**src/rtl/count_fault_monitor.sv**
```systemverilog
// Sequence and syndrome monitor for the fault-tolerant 3-bit counter.
// Keeps saturating error statistics and raises a sticky alarm on a windowed error threshold.
module count_fault_monitor #(
  parameter int ERR_W        = 8,
  parameter int WINDOW       = 16,
  parameter int ALARM_THRESH = 4
) (
  input  logic             clock,
  input  logic             reset,
  input  logic             in_valid,
  input  logic [2:0]       count_in,
  input  logic [2:0]       syndrome_in,
  input  logic             clear,
  output logic             locked,
  output logic             alarm,
  output logic             seq_err,
  output logic             corr_err,
  output logic [ERR_W-1:0] corr_count,
  output logic [ERR_W-1:0] uncorr_count,
  output logic [ERR_W-1:0] seq_count,
  output logic [2:0]       last_err_bit
);

  localparam int IDX_W = $clog2(WINDOW);
  localparam int CNT_W = $clog2(WINDOW + 1);
  localparam logic [IDX_W-1:0] LAST_IDX_C = IDX_W'(WINDOW - 1);
  localparam logic [CNT_W-1:0] THRESH_C   = CNT_W'(ALARM_THRESH);

  typedef enum logic [1:0] {
    ST_UNLOCKED = 2'd0,
    ST_LOCKED   = 2'd1,
    ST_ALARM    = 2'd2
  } state_t;

  function automatic logic [ERR_W-1:0] sat_inc(input logic [ERR_W-1:0] v);
    return (v == {ERR_W{1'b1}}) ? v : v + {{(ERR_W-1){1'b0}}, 1'b1};
  endfunction

  state_t            state_r, state_nxt_s;
  logic [2:0]        prev_r, prev_inc_s;
  logic [IDX_W-1:0]  win_idx_r;
  logic [CNT_W-1:0]  win_err_r, w_s;
  logic [ERR_W-1:0]  corr_count_r, uncorr_count_r, seq_count_r;
  logic [2:0]        last_err_bit_r;
  logic              seq_err_r, corr_err_r, locked_r, alarm_r;
  logic              seq_bad_s, is_corr_s, is_unc_s, event_s, thresh_hit_s;

  assign prev_inc_s   = prev_r + 3'd1;
  assign seq_bad_s    = (state_r != ST_UNLOCKED) && (count_in != prev_inc_s);
  assign is_unc_s     = (syndrome_in == 3'd7);
  assign is_corr_s    = (syndrome_in != 3'd0) && !is_unc_s;
  assign event_s      = seq_bad_s || (syndrome_in != 3'd0);
  assign w_s          = win_err_r + CNT_W'(event_s);
  assign thresh_hit_s = (w_s >= THRESH_C);

  // Next-state logic; the window closing sample still counts toward its threshold.
  always_comb begin
    state_nxt_s = state_r;
    if (clear) begin
      state_nxt_s = ST_UNLOCKED;
    end else if (in_valid) begin
      case (state_r)
        ST_UNLOCKED: state_nxt_s = ST_LOCKED;
        ST_LOCKED:   state_nxt_s = (is_unc_s || thresh_hit_s) ? ST_ALARM : ST_LOCKED;
        ST_ALARM:    state_nxt_s = ST_ALARM;
        default:     state_nxt_s = ST_UNLOCKED;
      endcase
    end else begin
      state_nxt_s = state_r;
    end
  end

  // State register with registered locked/alarm views of the next state.
  always_ff @(posedge clock or negedge reset) begin
    if (!reset) begin
      state_r  <= ST_UNLOCKED;
      locked_r <= 1'b0;
      alarm_r  <= 1'b0;
    end else begin
      state_r  <= state_nxt_s;
      locked_r <= (state_nxt_s != ST_UNLOCKED);
      alarm_r  <= (state_nxt_s == ST_ALARM);
    end
  end

  // Statistics, pulses and window bookkeeping.
  always_ff @(posedge clock or negedge reset) begin
    if (!reset) begin
      prev_r         <= 3'd0;
      win_idx_r      <= '0;
      win_err_r      <= '0;
      corr_count_r   <= '0;
      uncorr_count_r <= '0;
      seq_count_r    <= '0;
      last_err_bit_r <= 3'd0;
      seq_err_r      <= 1'b0;
      corr_err_r     <= 1'b0;
    end else if (clear) begin
      win_idx_r      <= '0;
      win_err_r      <= '0;
      corr_count_r   <= '0;
      uncorr_count_r <= '0;
      seq_count_r    <= '0;
      last_err_bit_r <= 3'd0;
      seq_err_r      <= 1'b0;
      corr_err_r     <= 1'b0;
    end else if (in_valid) begin
      prev_r     <= count_in;
      seq_err_r  <= seq_bad_s;
      corr_err_r <= is_corr_s;
      if (is_corr_s) begin
        corr_count_r <= sat_inc(corr_count_r);
      end
      if (is_unc_s) begin
        uncorr_count_r <= sat_inc(uncorr_count_r);
      end
      if (seq_bad_s) begin
        seq_count_r <= sat_inc(seq_count_r);
      end
      if (syndrome_in != 3'd0) begin
        last_err_bit_r <= syndrome_in;
      end
      if (state_r == ST_UNLOCKED) begin
        win_idx_r <= IDX_W'(1'b1);
        win_err_r <= CNT_W'(syndrome_in != 3'd0);
      end else if (win_idx_r == LAST_IDX_C) begin
        win_idx_r <= '0;
        win_err_r <= '0;
      end else begin
        win_idx_r <= win_idx_r + IDX_W'(1'b1);
        win_err_r <= w_s;
      end
    end else begin
      seq_err_r  <= 1'b0;
      corr_err_r <= 1'b0;
    end
  end

  assign locked       = locked_r;
  assign alarm        = alarm_r;
  assign seq_err      = seq_err_r;
  assign corr_err     = corr_err_r;
  assign corr_count   = corr_count_r;
  assign uncorr_count = uncorr_count_r;
  assign seq_count    = seq_count_r;
  assign last_err_bit = last_err_bit_r;

endmodule

```
**config.mk**
```make
export PLATFORM = sky130hd
export DESIGN_NAME = count_fault_monitor
export DESIGN_NICKNAME = d
export VERILOG_FILES = /design/src/rtl/count_fault_monitor.sv
export SDC_FILE = /design/constraint.sdc
export NUM_CORES = 1
export LEC_CHECK = 0
export CORE_MARGIN = 2
export CORE_UTILIZATION = 28
export DETAILED_ROUTE_END_ITERATION = 8
export SLEW_MARGIN = 20
export SYNTH_ARGS = -nofsm -noshare
export SYNTH_HDL_FRONTEND = slang
export SYNTH_SLANG_ARGS = --single-unit
```
**constraint.sdc**
```tcl
create_clock -name clock -period 2.35 [get_ports clock]
set_input_delay 0.3525 -clock clock [delete_from_list [all_inputs] [get_ports clock]]
set_output_delay 0.3525 -clock clock [all_outputs]
set_load 0.03 [all_outputs]
```
## Word-level counts from Yosys, hierarchy flattened

Cells that the tools add are included.

- $lt $le $gt $ge: 1
- Eq/ne operators: 12
- Add/subtract/negate cells: 6
- Muxes and demuxes: 31
- Reductions and logical operators: 19
- Bitwise gates (word level): 1

Operators with widths:

| operator | number |
|---|---|
| 8-bit 2-to-1 mux | 12 |
| 8-bit by 1-bit adder with 8-bit output, second input constant | 3 |
| 8-bit == test, second input constant | 3 |
| 5-bit 2-to-1 mux | 4 |
| 4-bit 2-to-1 mux | 4 |
| 2-bit nonzero test | 7 |
| 3-bit 2-to-1 mux | 3 |
| 3-bit AND reduction | 3 |
| 2-bit 2-to-1 mux | 3 |
| 2-bit != test, second input constant | 3 |
| 2-bit case mux with 3 select lines | 1 |
| 5-bit by 1-bit adder with 5-bit output | 1 |
| 5-bit by 3-bit greater-or-equal comparator with 1-bit output, second input constant | 1 |
| 4-bit by 1-bit adder with 4-bit output, second input constant | 1 |
| 2-bit == test, second input constant | 2 |
| 4-bit == test, second input constant | 1 |
| 1-bit 2-to-1 mux | 4 |
| 2-bit AND reduction | 2 |
| 3-bit by 1-bit adder with 3-bit output, second input constant | 1 |
| 3-bit == test, second input constant | 1 |
| 3-bit != test | 1 |
| 3-bit nonzero test | 1 |
| 2-bit by 1-bit == test with 1-bit output, second input constant | 1 |
| 1-bit logical AND | 2 |
| other kinds (4) | 5 |

- Bits in registers: 45
- Word-level logic and storage cells: 82
- Input port bits: 10
- Output and inout port bits: 31

## Depth between registers and ports, before layout

Gate-level depths: netlist of run 1.

- Word-level depth: 12
- Mapped depth: 11
- Mapped depth without buffers: 10

## Least setup slack after synthesis of run 1

No wires, ideal clock.

- Kind: register to register
- From: reg prev_r[0]
- To: reg state_r[0]
- Data required time: 2285 ps
- Clock period less this slack: 2538 ps
- Setup slack: -188 ps
- Arrival time: 2473 ps
- Stages on the path, launching flop included: 12
- Path through: dfrtp_1 > ha_1 > xor3_1 > nor3_2 > buf_6 > o21bai_1 > ha_1 > ha_1 > xnor2_1 > a31oi_1 > nor3_1 > o221a_2

- Cells in the longest elaborated chain, start to end: 11

Ends and longest elaborated chain:

| item | RTL line | RTL |
|---|---|---|
| start, declared | 40 | `logic [2:0] prev_r, prev_inc_s;` |
| start signal, assigned | 108 | `prev_r <= count_in;` |
| 3-bit by 1-bit adder with 3-bit output | 48 | `assign prev_inc_s = prev_r + 3'd1;` |
| 3-bit != test | 49 | `assign seq_bad_s = (state_r != ST_UNLOCKED) && (count_in != prev_inc_s);` |
| 1-bit logical AND | 49 |  |
| 1-bit logical OR | 52 | `assign event_s = seq_bad_s \|\| (syndrome_in != 3'd0);` |
| 5-bit by 1-bit adder with 5-bit output | 53 | `assign w_s = win_err_r + CNT_W'(event_s);` |
| 5-bit by 3-bit greater-or-equal comparator with 1-bit output | 54 | `assign thresh_hit_s = (w_s >= THRESH_C);` |
| 1-bit logical OR | 64 | `ST_LOCKED: state_nxt_s = (is_unc_s \|\| thresh_hit_s) ? ST_ALARM : ST_LOCKED;` |
| 2-bit 2-to-1 mux | 64 |  |
| 2-bit case mux with 3 select lines | 62 | `case (state_r)` |
| 2-bit 2-to-1 mux | 61 | `end else if (in_valid) begin` |
| 2-bit 2-to-1 mux | 59 | `if (clear) begin` |
| via state_nxt_s[0] | 39 | `state_t state_r, state_nxt_s;` |
| end signal, assigned | 80 | `state_r <= state_nxt_s;` |
| end, declared | 39 |  |

The timed path passes the listed nets, and every way through them passes these cells.
A chain may end at the register's enable or synchronous reset.

## Worst setup path in the final report of run 1

- From: reg prev_r[2]
- To: reg alarm_r, in the netlist alarm

- Cells in the longest elaborated chain, start to end: 12

Ends and longest elaborated chain:

| item | RTL line | RTL |
|---|---|---|
| 3-bit by 1-bit adder with 3-bit output | 48 |  |
| 3-bit != test | 49 |  |
| 1-bit logical AND | 49 |  |
| 1-bit logical OR | 52 |  |
| 5-bit by 1-bit adder with 5-bit output | 53 |  |
| 5-bit by 3-bit greater-or-equal comparator with 1-bit output | 54 |  |
| 1-bit logical OR | 64 |  |
| 2-bit 2-to-1 mux | 64 |  |
| 2-bit case mux with 3 select lines | 62 |  |
| 2-bit 2-to-1 mux | 61 |  |
| 2-bit 2-to-1 mux | 59 |  |
| 2-bit == test | 82 | `alarm_r <= (state_nxt_s == ST_ALARM);` |
| end signal, assigned | 82 |  |
| end, declared | 45 | `logic seq_err_r, corr_err_r, locked_r, alarm_r;` |

Every way passes these cells.

==> results of run 1 <==
[registers in the layout, indices dropped and copies added, names as in the netlist]
signal        flops
corr_err          1
alarm             1
prev_r            3
win_idx_r         4
corr_count        8
uncorr_count      8
state_r           2
seq_err           1
seq_count         8
last_err_bit      3
win_err_r         5
locked            1
[cell families after synthesis]
logic type | count (synthesis) | share of synthesized area
AOI/OAI and AO/OA | 55 | 0.1512
xor gates and xnor gates | 9 | 0.03729
adders and majority gates | 7 | 0.03481
buffers and inverters | 18 | 0.03879
DFF | 45 | 0.4475
muxes | 10 | 0.04426
and+or+nand+nor | 106 | 0.2462
[final cells by class]
type,instances,area [um^2]
clock inverters,2,13.76
repair buffers,58,545.5
flip-flops and latches,45,1126
inverters,5,18.77
clock buffers,6,82.58
fillers,870,5458
well taps,108,135.1
multi-input cells,187,1341
[worst max-delay path: stages (launching register included)]
cell	delay, ns
dfrtp_1	0.40
xor3_1	0.36
nor3_2	0.21
o21bai_1	0.09
ha_2	0.21
ha_4	0.17
xnor2_1	0.12
a31oi_1	0.18
nor3_2	0.08
buf_4	0.16
o41ai_2	0.27
[layout by cell type (no fill, tap or decap), types with 3 or more instances in the layout]
cell / count
dfrtp_1: 45
clkdlybuf4s50_1: 38
nor2_1: 24
nand3_1: 21
buf_4: 17
o21ai_0: 15
nand2_1: 12
a21oi_1: 11
or4_1: 7
mux2_2: 7
o31ai_1: 6
nor2b_1: 6
clkbuf_8: 6
xnor2_1: 5
inv_1: 5
nor3_1: 5
nor4b_2: 4
ha_1: 4
xor2_1: 3
nand2b_1: 3
and3_1: 3
a311oi_1: 3
nand4_1: 3
nor4_1: 3
a22oi_1: 3
[worst min-delay path by stage]
stage	depth (start not counted)	end	slack, ns	from
floorplan	0	alarm$_DFF_PN0_	0.06	reset
global placement	2	corr_err$_DFF_PN0_	0.49	reset
detailed placement	2	corr_err$_DFF_PN0_	0.49	reset
CTS	2	corr_count[4]$_DFFE_PN0P_	0.16	reset
global route	2	corr_count[4]$_DFFE_PN0P_	0.19	reset
finish	2	corr_count[3]$_DFFE_PN0P_	0.13	reset
[metal layers]
| layer | GRT usage | up-vias | wire, um |
|---|---|---|---|
| li1 | - | 1038 | - |
| met1 | 0.1647 | 1071 | 2698 |
| met2 | 0.2027 | 45 | 2829 |
| met3 | 0.02837 | 8 | 254 |
| met4 | 0.03056 | 0 | 68 |
| met5 | 0 | - | 0 |
[where the power goes]
part,internal (mW),switching (mW)
logic,0.113,0.149
clock network,0.239,0.277
registers,0.798,0.0211
[per-stage QoR]
stage / setup WS (ns) / power, mW / setup TNS [ns] / cells / area [um^2]
floorplan: -0.07931 / 0.9912 / -0.1727 / 250 / 2536
global placement: -0.4100 / 1.090 / -1.763 / 401 / 3120
detailed placement: -0.5051 / 1.095 / -2.088 / 401 / 3120
CTS: -0.0004114 / 1.618 / -0.0004114 / 410 / 3234
global route: -0.1682 / 1.681 / -0.2580 / 411 / 3263
finish: 0.01928 / 1.597 / 0 / 411 / 3263
[timing repair]
action,4_1_cts,5_1_grt
resized for setup,2,3
pin swaps,10,8
buffers inserted,1,1
setup endpoints to repair,3,5
==> results.md, run 1 <==
- Status: completed
- Clock transition at path regs: 0.09 ns
- CP Launch Type: register
- Nets: 319
- Final Hold Fails: 0
- Async SR Flop Fraction: 1.000
- GP Congestion: 0.7891
- Final Critical Period: 2.331 ns
- Chip height: 98.80 um
- Pre-Repair DR Iteration Count: 4
- Post-synth EDFFs: 0
- Root Buffer: clkbuf_8
- Number of CTS-inserted buffers: 5
- Gate Count Post-Synth: 250
- Final ANT Viol Nets: 0
- Vias in the first global route: 2,025
- Yosys reg bits: 45
- CP startpoint: prev_r[2]$_DFFE_PN0P_
- Clk_lat worst skew: 0.30 ns
- FF-to-FF setup slack: 0.02 ns
- First-pass GRT wire length: 9.977 mm
- Pins Over Slew Limit: 0
- Power Density: 489.5 nW/um^2
- Worst hold slack: 0.1283 ns
- Cell taking the most area after synthesis: dfrtp_1
- Antenna violations before repair: 0
- Worst Skew: 0.009643 ns
- Register area share after synthesis: 0.4475
- Setup violations, final: 0
- Top-count cell post-synth: dfrtp_1
- Dpl hpwl: 4.133 mm
- TritonCTS Sinks: 45
- Ys Warns: 0
- Die ar.: 9760 um^2
- Synth cell types: 52
- Mean area per synthesized cell: 10.06 um^2
- WP data required: 2.55 ns
- Worst Path Arrival: 2.54 ns
- Post-CTS Hold Buffers: 0
- Post-synth top cells: 45 x dfrtp_1, 24 x nor2_1, 21 x nand3_1
- Post-Syn Area: 2516 um^2
- Worst Max-Slew Pin Slew: 0.5838 ns
- Initial Utilization: 0.2885
- LEAKAGE: 1.340 nW
- Largest cells by area after synthesis: dfrtp_1 45%, nand3_1 4.2%, nor2_1 3.6%
- RSZ-0062 raised after global routing: yes
- RR Endpoint: alarm$_DFF_PN0_
- HP Class: input port to async pin
- DR WL/cell: 14.23 um
- DRT iter0 DRCs: 106
- Share of cells above drive strength 1: 0.1815
- Die W: 98.80 um
- Pin count of the biggest net entering global routing: 46
- Io pins: 41
- Worst ir drop on vdd: 262.7 uV
- Core Area: 8721 um^2
- RR Startpoint: prev_r[2]$_DFFE_PN0P_
- Net count after synthesis: 267
- Worst setup EP type: register
- Drt drc: 0
- TritonCTS clock tree: built
- Setup crit end: alarm$_DFF_PN0_
- Fmax: 429.1 MHz
- DRT Wirelength: 5.850 mm
- Slew HR: 0.6108
- Post-synth top area share: 0.4475
- Critical path type: register to register
- Count of input and output buffers: 40
- Routed vias: 2,162
- Synth Flop Type: dfrtp_1
- Total congestion overflow: 0
- Post-layout util: 0.3742
- R2R depth: 10
- Htree depth: 2
- Number of max-cap violations: 0
- GR Util All Layers: 0.1232
- Area growth syn-to-layout: 29.69%
- Clock Tree Buf Depth: 2
- Rows: 34
- ANT cells: 0
- Vias per cell: 5.260
- CP Max Fanout: 4
- Tcrit/Tclk final: 0.9918
Power figures use the tool's default switching activity.
==> inputs of run 2 (changes only) <==
CAP_MARGIN = 40   (was default)
==> results of run 2 <==
Same layout as run 1: the final DEF is identical, and so are final timing and power.
